`src/rtl/stb_gen_avg.sv`:
```
// Strobe generator: averages 2**AVG_LOG2 periods of an async input, then emits a free-running
// strobe at that period with a programmable low window, re-measuring in the background.
module stb_gen_avg #(
  parameter int unsigned CNT_WIDTH   = 32,
  parameter int unsigned AVG_LOG2    = 2,
  parameter int unsigned SYNC_STAGES = 2,
  parameter int unsigned TIMEOUT     = 2**20
) (
  input  logic                 clk_i,
  input  logic                 arstn_i,
  input  logic                 sig_i,
  input  logic                 en_i,
  input  logic                 oe_i,
  input  logic [CNT_WIDTH-1:0] hold_i,
  output logic                 rdy_o,
  output logic                 err_o,
  output logic                 stb_o,
  output logic [CNT_WIDTH-1:0] stb_period_o
);

  localparam int unsigned SumW = CNT_WIDTH + AVG_LOG2;
  localparam int unsigned EcW  = (AVG_LOG2 > 0) ? AVG_LOG2 : 1;
  localparam logic [EcW-1:0]       EcLast    = EcW'((1 << AVG_LOG2) - 1);
  localparam logic [CNT_WIDTH-1:0] CntMax    = '1;
  localparam logic [CNT_WIDTH-1:0] TimeoutM1 = CNT_WIDTH'(TIMEOUT - 1);
  localparam logic [CNT_WIDTH:0]   HoldMarg  = (CNT_WIDTH+1)'(2);

  typedef enum logic [2:0] {StIdle, StSkip, StMeas, StCalc, StRun, StErr} state_e;

  state_e                 state_q;
  logic [SYNC_STAGES-1:0] sync_q;
  logic                   prev_q;
  logic [CNT_WIDTH-1:0]   per_cnt_q;
  logic [SumW-1:0]        sum_q;
  logic [EcW-1:0]         edge_cnt_q;
  logic [CNT_WIDTH-1:0]   ph_cnt_q;
  logic [CNT_WIDTH-1:0]   stb_period_q;
  logic [CNT_WIDTH-1:0]   pend_q;
  logic                   pend_valid_q;
  logic                   rdy_q;
  logic                   err_q;
  logic                   stb_q;

  logic                   sig_edge;
  logic [SumW-1:0]        blk_sum;
  logic [CNT_WIDTH-1:0]   blk_avg;
  logic [CNT_WIDTH-1:0]   calc_avg;
  logic [CNT_WIDTH:0]     hold_min;
  logic                   calc_short;
  logic                   blk_short;
  logic                   blk_done;
  logic                   timeout;
  logic                   ph_wrap;

  always_comb begin
    sig_edge   = sync_q[SYNC_STAGES-1] & ~prev_q;
    blk_sum    = sum_q + SumW'(per_cnt_q);
    blk_avg    = CNT_WIDTH'(blk_sum >> AVG_LOG2);
    calc_avg   = CNT_WIDTH'(sum_q >> AVG_LOG2);
    hold_min   = {1'b0, hold_i} + HoldMarg;
    calc_short = {1'b0, calc_avg} < hold_min;
    blk_short  = {1'b0, blk_avg} < hold_min;
    blk_done   = sig_edge && (edge_cnt_q == EcLast);
    // Fires on the cycle per_cnt would step to TIMEOUT; a coincident edge wins.
    timeout    = (per_cnt_q >= TimeoutM1) && !sig_edge;
    ph_wrap    = (ph_cnt_q >= stb_period_q - CNT_WIDTH'(1));
  end

  always_ff @(posedge clk_i or negedge arstn_i) begin
    if (!arstn_i) begin
      sync_q <= '0;
      prev_q <= 1'b0;
    end else begin
      sync_q <= {sync_q[SYNC_STAGES-2:0], sig_i};
      prev_q <= sync_q[SYNC_STAGES-1];
    end
  end

  always_ff @(posedge clk_i or negedge arstn_i) begin
    if (!arstn_i) begin
      per_cnt_q <= '0;
    end else if (state_q == StIdle || state_q == StErr) begin
      per_cnt_q <= '0;
    end else if (sig_edge) begin
      per_cnt_q <= CNT_WIDTH'(1);
    end else if (per_cnt_q != CntMax) begin
      per_cnt_q <= per_cnt_q + CNT_WIDTH'(1);
    end
  end

  always_ff @(posedge clk_i or negedge arstn_i) begin
    if (!arstn_i) begin
      state_q      <= StIdle;
      sum_q        <= '0;
      edge_cnt_q   <= '0;
      ph_cnt_q     <= '0;
      stb_period_q <= '0;
      pend_q       <= '0;
      pend_valid_q <= 1'b0;
      rdy_q        <= 1'b0;
      err_q        <= 1'b0;
      stb_q        <= 1'b0;
    end else if (!en_i) begin
      state_q      <= StIdle;
      rdy_q        <= 1'b0;
      stb_q        <= 1'b0;
      pend_valid_q <= 1'b0;
    end else begin
      unique case (state_q)
        StIdle: begin
          state_q <= StSkip;
          err_q   <= 1'b0;
        end
        StSkip: begin
          if (sig_edge) begin
            state_q    <= StMeas;
            sum_q      <= '0;
            edge_cnt_q <= '0;
          end else if (timeout) begin
            err_q   <= 1'b1;
            state_q <= StErr;
          end
        end
        StMeas: begin
          if (sig_edge) begin
            sum_q      <= blk_sum;
            edge_cnt_q <= edge_cnt_q + EcW'(1);
            if (edge_cnt_q == EcLast) state_q <= StCalc;
          end else if (timeout) begin
            err_q   <= 1'b1;
            state_q <= StErr;
          end
        end
        StCalc: begin
          // Edges cannot arrive on consecutive cycles, so the next block starts clean.
          sum_q        <= '0;
          edge_cnt_q   <= '0;
          pend_valid_q <= 1'b0;
          if (calc_short) begin
            err_q   <= 1'b1;
            state_q <= StErr;
          end else begin
            stb_period_q <= calc_avg;
            ph_cnt_q     <= '0;
            rdy_q        <= 1'b1;
            state_q      <= StRun;
          end
        end
        StRun: begin
          if (timeout || (blk_done && blk_short)) begin
            err_q   <= 1'b1;
            rdy_q   <= 1'b0;
            stb_q   <= 1'b0;
            state_q <= StErr;
          end else begin
            stb_q    <= oe_i & (ph_cnt_q >= hold_i);
            ph_cnt_q <= ph_wrap ? '0 : ph_cnt_q + CNT_WIDTH'(1);
            if (ph_wrap && pend_valid_q) begin
              stb_period_q <= pend_q;
              pend_valid_q <= 1'b0;
            end
            if (sig_edge) begin
              if (blk_done) begin
                sum_q        <= '0;
                edge_cnt_q   <= '0;
                pend_q       <= blk_avg;
                pend_valid_q <= 1'b1;
              end else begin
                sum_q      <= blk_sum;
                edge_cnt_q <= edge_cnt_q + EcW'(1);
              end
            end
          end
        end
        StErr: begin
          rdy_q <= 1'b0;
          stb_q <= 1'b0;
        end
        default: state_q <= StIdle;
      endcase
    end
  end

  assign rdy_o        = rdy_q;
  assign err_o        = err_q;
  assign stb_o        = stb_q;
  assign stb_period_o = stb_period_q;

endmodule

```
`config.mk`:
```
export PLATFORM = sky130hd
export DESIGN_NAME = stb_gen_avg
export DESIGN_NICKNAME = d
export VERILOG_FILES = /design/src/rtl/stb_gen_avg.sv
export SDC_FILE = /design/constraint.sdc
export NUM_CORES = 1
export LEC_CHECK = 0
export ABC_CLOCK_PERIOD_IN_PS = 6900
export CAP_MARGIN = 10
export CORE_ASPECT_RATIO = 0.75
export CORE_MARGIN = 10
export CORE_UTILIZATION = 52
export CTS_BUF_LIST = sky130_fd_sc_hd__clkbuf_8
export CTS_CLUSTER_DIAMETER = 100
export DETAILED_ROUTE_END_ITERATION = 6
export PLACE_DENSITY = 0.8
export SETUP_SLACK_MARGIN = 0.5
export SYNTH_ARGS = -nofsm -noshare
export SYNTH_HDL_FRONTEND = slang
export SYNTH_SLANG_ARGS = --single-unit
```
`constraint.sdc`:
```
create_clock -name clk_i -period 6.9 [get_ports clk_i]
set_input_delay 0.69 -clock clk_i [delete_from_list [all_inputs] [get_ports clk_i]]
set_output_delay 0.69 -clock clk_i [all_outputs]
set_load 0.02 [all_outputs]
```
# Word-level counts from Yosys, hierarchy flattened
# Index checks and enable logic that the tools add are counted.
# totals
regBits	174
out_inout_bits	35
elab_cells	123
# classes
addsub	6
order_cmp	5
n_eq_ne	25
muxes	49
bitwise	4
n_reduce_logical	21
# op_table
cell	n
$mux 32	9
$mux 34	5
$pmux 34 s4	1
$pmux 32 s2	2
$lt 32x33->1	2
$add 32x1->32 const B	2
$ge 32x32->1	2
$add 34x32->34	1
$add 32x2->33 const B	1
$ge 32x20->1 const B	1
$ne 32x32->1 const B	1
$sub 32x1->32 const B	1
$ne 2x2->1 const B	10
$mux 3	6
$pmux 3 s6	1
$mux 1	15
$reduce_and 6->1	2
$mux 2	5
$reduce_and 5->1	2
$ne 3x3->1 const B	3
$pmux 2 s4	1
$reduce_bool 4->1	2
$eq 3x2->1 const B	2
$eq 3x3->1 const B	2
other kinds (22)	31

# Logic depth before layout (Yosys ltp)
# logic_depth
depth_word	9
depth_mapped	25
mapped_depth_nobuf	23

# Least setup slack after synthesis
# Ideal clock, no wire load.
# synth_timing
path_kind	reg-to-reg
from	register per_cnt_q[0]
to	register stb_period_q[24] (netlist: stb_period_o[24])
t_arrival_ns	4.755
t_required_ns	6.775
slack_ns	2.020
stages_incl_launch_ff	23
path_buffers	1
cell_sequence	dfrtp_1 > ha_1 > inv_1 > fa_1 > nand2b_1 > a21oi_1 > o21ai_1 > a21o_1 > nand4_1 > a31o_2 > a211oi_1 > o311ai_0 > xor2_1 > ha_1 > nor2b_1 > o21ai_0 > o21ai_0 > o21ai_0 > o2111ai_1 > a22o_1 > o221ai_2 > buf_2 > mux2_2
# synth_between
elab_chain_len	6
elab_cells_between_ends	8
cone_classes	1 x add/sub; 2 x order compare; 1 x eq/ne; 4 x reduce/logical
# synth_rtl
element	line	text
start: declaration	33	logic [CNT_WIDTH-1:0] per_cnt_q;
start signal: assignment	87	per_cnt_q <= per_cnt_q + CNT_WIDTH'(1);
$add 34x32->34	57	blk_sum = sum_q + SumW'(per_cnt_q);
named net blk_sum[32]	45	logic [SumW-1:0] blk_sum;
$lt 32x33->1	62	blk_short = {1'b0, blk_avg} < hold_min;
$logic_and 1x1->1	150	if (timeout || (blk_done && blk_short)) begin
$logic_or 1x1->1	150	
$ne 2x2->1 (no line)	n/a	
$reduce_and 5->1 (no line)	n/a	
end signal: assignment	143	stb_period_q <= calc_avg;
end signal: assignment	159	stb_period_q <= pend_q;
end: declaration	37	logic [CNT_WIDTH-1:0] stb_period_q;
# The timed path passes the listed nets, and every way through them passes these cells.
# A chain may end at the register's enable or synchronous reset.

# Worst setup path in the final report
# layout_timing
from	register per_cnt_q[1]
to	register ph_cnt_q[5]
# layout_between
elab_chain_len	6
elab_cells_between_ends	8
cone_classes	1 x add/sub; 2 x order compare; 1 x eq/ne; 4 x reduce/logical
# layout_rtl
element	line	text
$add 34x32->34	57	
named net blk_sum[17]	45	
$lt 32x33->1	62	
$logic_and 1x1->1	150	
$logic_or 1x1->1	150	
$ne 2x2->1 (no line)	n/a	
$reduce_and 4->1 (no line)	n/a	
end signal: assignment	157	ph_cnt_q <= ph_wrap ? '0 : ph_cnt_q + CNT_WIDTH'(1);
end: declaration	36	logic [CNT_WIDTH-1:0] ph_cnt_q;
# The timed path passes the listed nets, and every way through them passes these cells.

==> flow_metrics.env <==
export IMPL_nets=1805
export IMPL_die_height_um=160
export IMPL_holdBufCountCts=0
export IMPL_synth_flop_cell="dfrtp_1"
export IMPL_ys_top_cells_by_count="210 x nand2_1, 174 x dfrtp_1, 162 x ha_1"
export IMPL_diodes=0
export IMPL_start_kind="flop"
export IMPL_htree_levels=4
export IMPL_synth_seq_cells=174
export IMPL_die_width_um=207
export IMPL_path_cells="ha_1 -> a211o_1 -> a21oi_1 -> o21ai_1 -> a211oi_1 -> or2_2 -> xor2_1 -> inv_1 -> ha_1 -> nand4_1 -> nor4_1 -> o311ai_0 -> nand3_1 -> o21ai_0 -> o21ai_1 -> a22oi_2 -> or4_1 -> o221a_1 -> mux2i_1"
export IMPL_tightest_slew_ps=1070
export IMPL_clock_sinks=174
export IMPL_clk_pin_slew_ps=110
export IMPL_async_flop_share_pct=100
export IMPL_whs_ps=300
export IMPL_ant_nets=0
export IMPL_syn_num_nets=1745
export IMPL_hpwl_um=30200
export IMPL_synth_area_per_cell_sq_um=8.85
export IMPL_portBuffers=71
export IMPL_rsz0062_at_grt="yes"
export IMPL_setup_tns_ps=0
export IMPL_antenna_found_initial=1
export IMPL_grt_remaining_overflow=0
export IMPL_yosys_top_cells_area="dfrtp_1 32%, ha_1 15%, nand2_1 5.8%"
export IMPL_p_per_area_nw_per_um2=150
export IMPL_drt_total_wl_um=39600
export IMPL_fmax_mhz=166
export IMPL_multi_input_area_sq_um=8960
export IMPL_grt_pass1_wl_um=64200
export IMPL_yosysUniqueCellTypes=75
export IMPL_initial_utilization_pct=52.8
export IMPL_power_leakage_nw=7.44
export IMPL_io_pin_count=72
export IMPL_outcome="finished clean"
export IMPL_max_cap_violations=0
export IMPL_cts_made_buffers=17
export IMPL_firstDrtPassIters=6
export IMPL_cts_root_buffer="clkbuf_8"
export IMPL_yosysWarnings=0
export IMPL_synthCells=1545
export IMPL_dieArea_sq_um=33200
export IMPL_pre_cts_ws_ps=657
export IMPL_synth_edf_count=0
export IMPL_std_cell_rows=51
export IMPL_slowest_delay_ps=820
export IMPL_synthMostInstantiatedCell="nand2_1"
export IMPL_cp_max_fo=14
export IMPL_arrival_ps=6470
export IMPL_hold_viol=0
export IMPL_worst_ir_drop_vdd_uv=126
export IMPL_hold_path_class="input pin to asynchronous set/reset pin"
export IMPL_layout_cells_non_filler=1962
export IMPL_min_period_ps=6040
export IMPL_drc_errors=0
export IMPL_yosysTopAreaCell="dfrtp_1"
export IMPL_cts_path_max_buffers=2
export IMPL_vias=12200
export IMPL_place_inst=1930
export IMPL_fin_ws_ps=860
export IMPL_core_area_sq_um=25900
export IMPL_wire_per_inst_um=20.2
export IMPL_clk_latency_ps=510
export IMPL_gp_congestion=0.966
export IMPL_crit_path_top_delay_cell="or4_1"
export IMPL_post_route_period_util_pct=87.5
export IMPL_grt_use_total_pct=23.4
export IMPL_nFillCells=2282
export IMPL_syn_area_sq_um=13700
export IMPL_drt_iter0_markers=1174
export IMPL_regArea_sq_um=4350
export IMPL_synth_top_area_share_pct=31.9
export IMPL_setup_viol=0
export IMPL_path_class="flop to flop"
export IMPL_seq_area_frac_synth_pct=31.9
export IMPL_via_per_inst=6.22
export IMPL_first_global_vias=12000
export IMPL_required_ps=7330
export IMPL_final_max_slew_violation_count=0
export IMPL_cts_tree="yes"
export IMPL_grt_max_degree=97
export IMPL_syn2layout_area_growth_pct=11.3
export IMPL_drive_gt1_share_pct=8.47
export IMPL_finClkSkew_ps=23.4
export IMPL_maxSlewHeadroom_pct=26.5
export IMPL_cp_end_kind="flop"
-- critical path: cells and delay by family, from the launching register on --
family / cells / cell delay (ps)
compound gates: 9 / 2410
simple gates: 5 / 1920
fa+ha+maj: 2 / 640
flops: 1 / 460
xor+xnor: 1 / 290
mux: 1 / 140
buf+inv: 1 / 90
-- per-stage QoR --
stage / instance area [sq um] / util (%) / power (mW)
floorplan: 13700 / - / 1.33
global placement: 14800 / 57.0 / 1.48
detailed placement: 14800 / 57.0 / 1.49
CTS: 15200 / 58.6 / 2.27
global route: 15200 / 58.7 / 2.37
finish: 15200 / 58.7 / 2.28
-- sequential cells by signal (all words and copies together), names as in the netlist --
signal	count
pend_q	32
sum_q	34
ph_cnt_q	32
prev_q	1
per_cnt_q	32
stb_o	1
rdy_o	1
edge_cnt_q	2
err_o	1
state_q	3
sync_q	2
pend_valid_q	1
stb_period_o	32
-- where the power goes --
part	leakage [nW]	switching, mW	internal (mW)
registers	2.40	0.0440	1.05
clock network	0.208	0.418	0.379
logic	4.83	0.251	0.144
total	7.44	0.714	1.57
-- cell families (layout without fill, tap and decap cells) --
family / count (synthesis) / in the layout / share of synthesized area, %
AND/OR/NAND/NOR: 607 / 607 / 21.8
AO/OA/AOI/OAI: 318 / 318 / 15.6
flip-flops: 174 / 174 / 31.9
adder cells (fa/ha/maj): 163 / 163 / 15.0
XOR/XNOR: 113 / 113 / 7.29
buffers and inverters: 102 / 175 / 2.96
multiplexers: 68 / 68 / 5.52
-- worst paths after layout --
check,startpoint,to,slack [ps],cells after the start
max,per_cnt_q[1],ph_cnt_q[5],860,19
min,arstn_i,per_cnt_q[26],300,1
max reg2reg,per_cnt_q[1],ph_cnt_q[5],860,19
min reg2reg,sync_q[0],sync_q[1],380,0
max in group asynchronous,arstn_i,stb_period_o[15],5030,2
min in group clk_i,sync_q[0],sync_q[1],380,0
-- cell usage in the layout, fill, tap and decap left out, drive strengths merged, types with 5 or more instances in the layout --
cell           instances
clkbuf                19
a21oi                 85
nand2b                17
mux2                  59
a211o                  9
o21ai                 77
buf                   17
nor4                  17
inv                   60
nand3                 55
nand2                210
nor3                  52
o211ai                 7
a31oi                  5
nand4                 44
or2                    6
o21a                   6
nor2                 102
o31ai                  9
a221oi                 5
or3                   14
and4                  11
a22o                  12
ha                   162
clkdlybuf4s50         70
a21o                  39
xor2                  42
dfrtp                174
and2                   8
nor2b                 17
a221o                 14
xnor2                 71
mux2i                  9
and3                  42
a211oi                10
-- what timing repair did --
action,4_1_cts,5_1_grt
endpoints found under the setup margin,0,43
resized for setup,0,4
setup buffers,0,0
-- area by class of cell --
class / count / share of cell area, %
multi-input combinational: 1269 / 58.9
sequential: 174 / 28.6
timing repair buffer: 87 / 5.47
tap: 344 / 2.83
clock buffer: 19 / 1.72
inverter: 56 / 1.38
clock inverter: 13 / 1.07
-- metal layers --
| layer | vias to the layer above | global-route usage [%] | wire [um] |
|---|---|---|---|
| met3 | 55 | 5.48 | 3360 |
| li1 | 5749 | - | - |
| met1 | 5917 | 32.1 | 18100 |
| met2 | 489 | 36.2 | 17600 |
| met5 | - | 0 | 8 |
| met4 | 2 | 5.73 | 552 |
(Power assumes the default switching activity.)
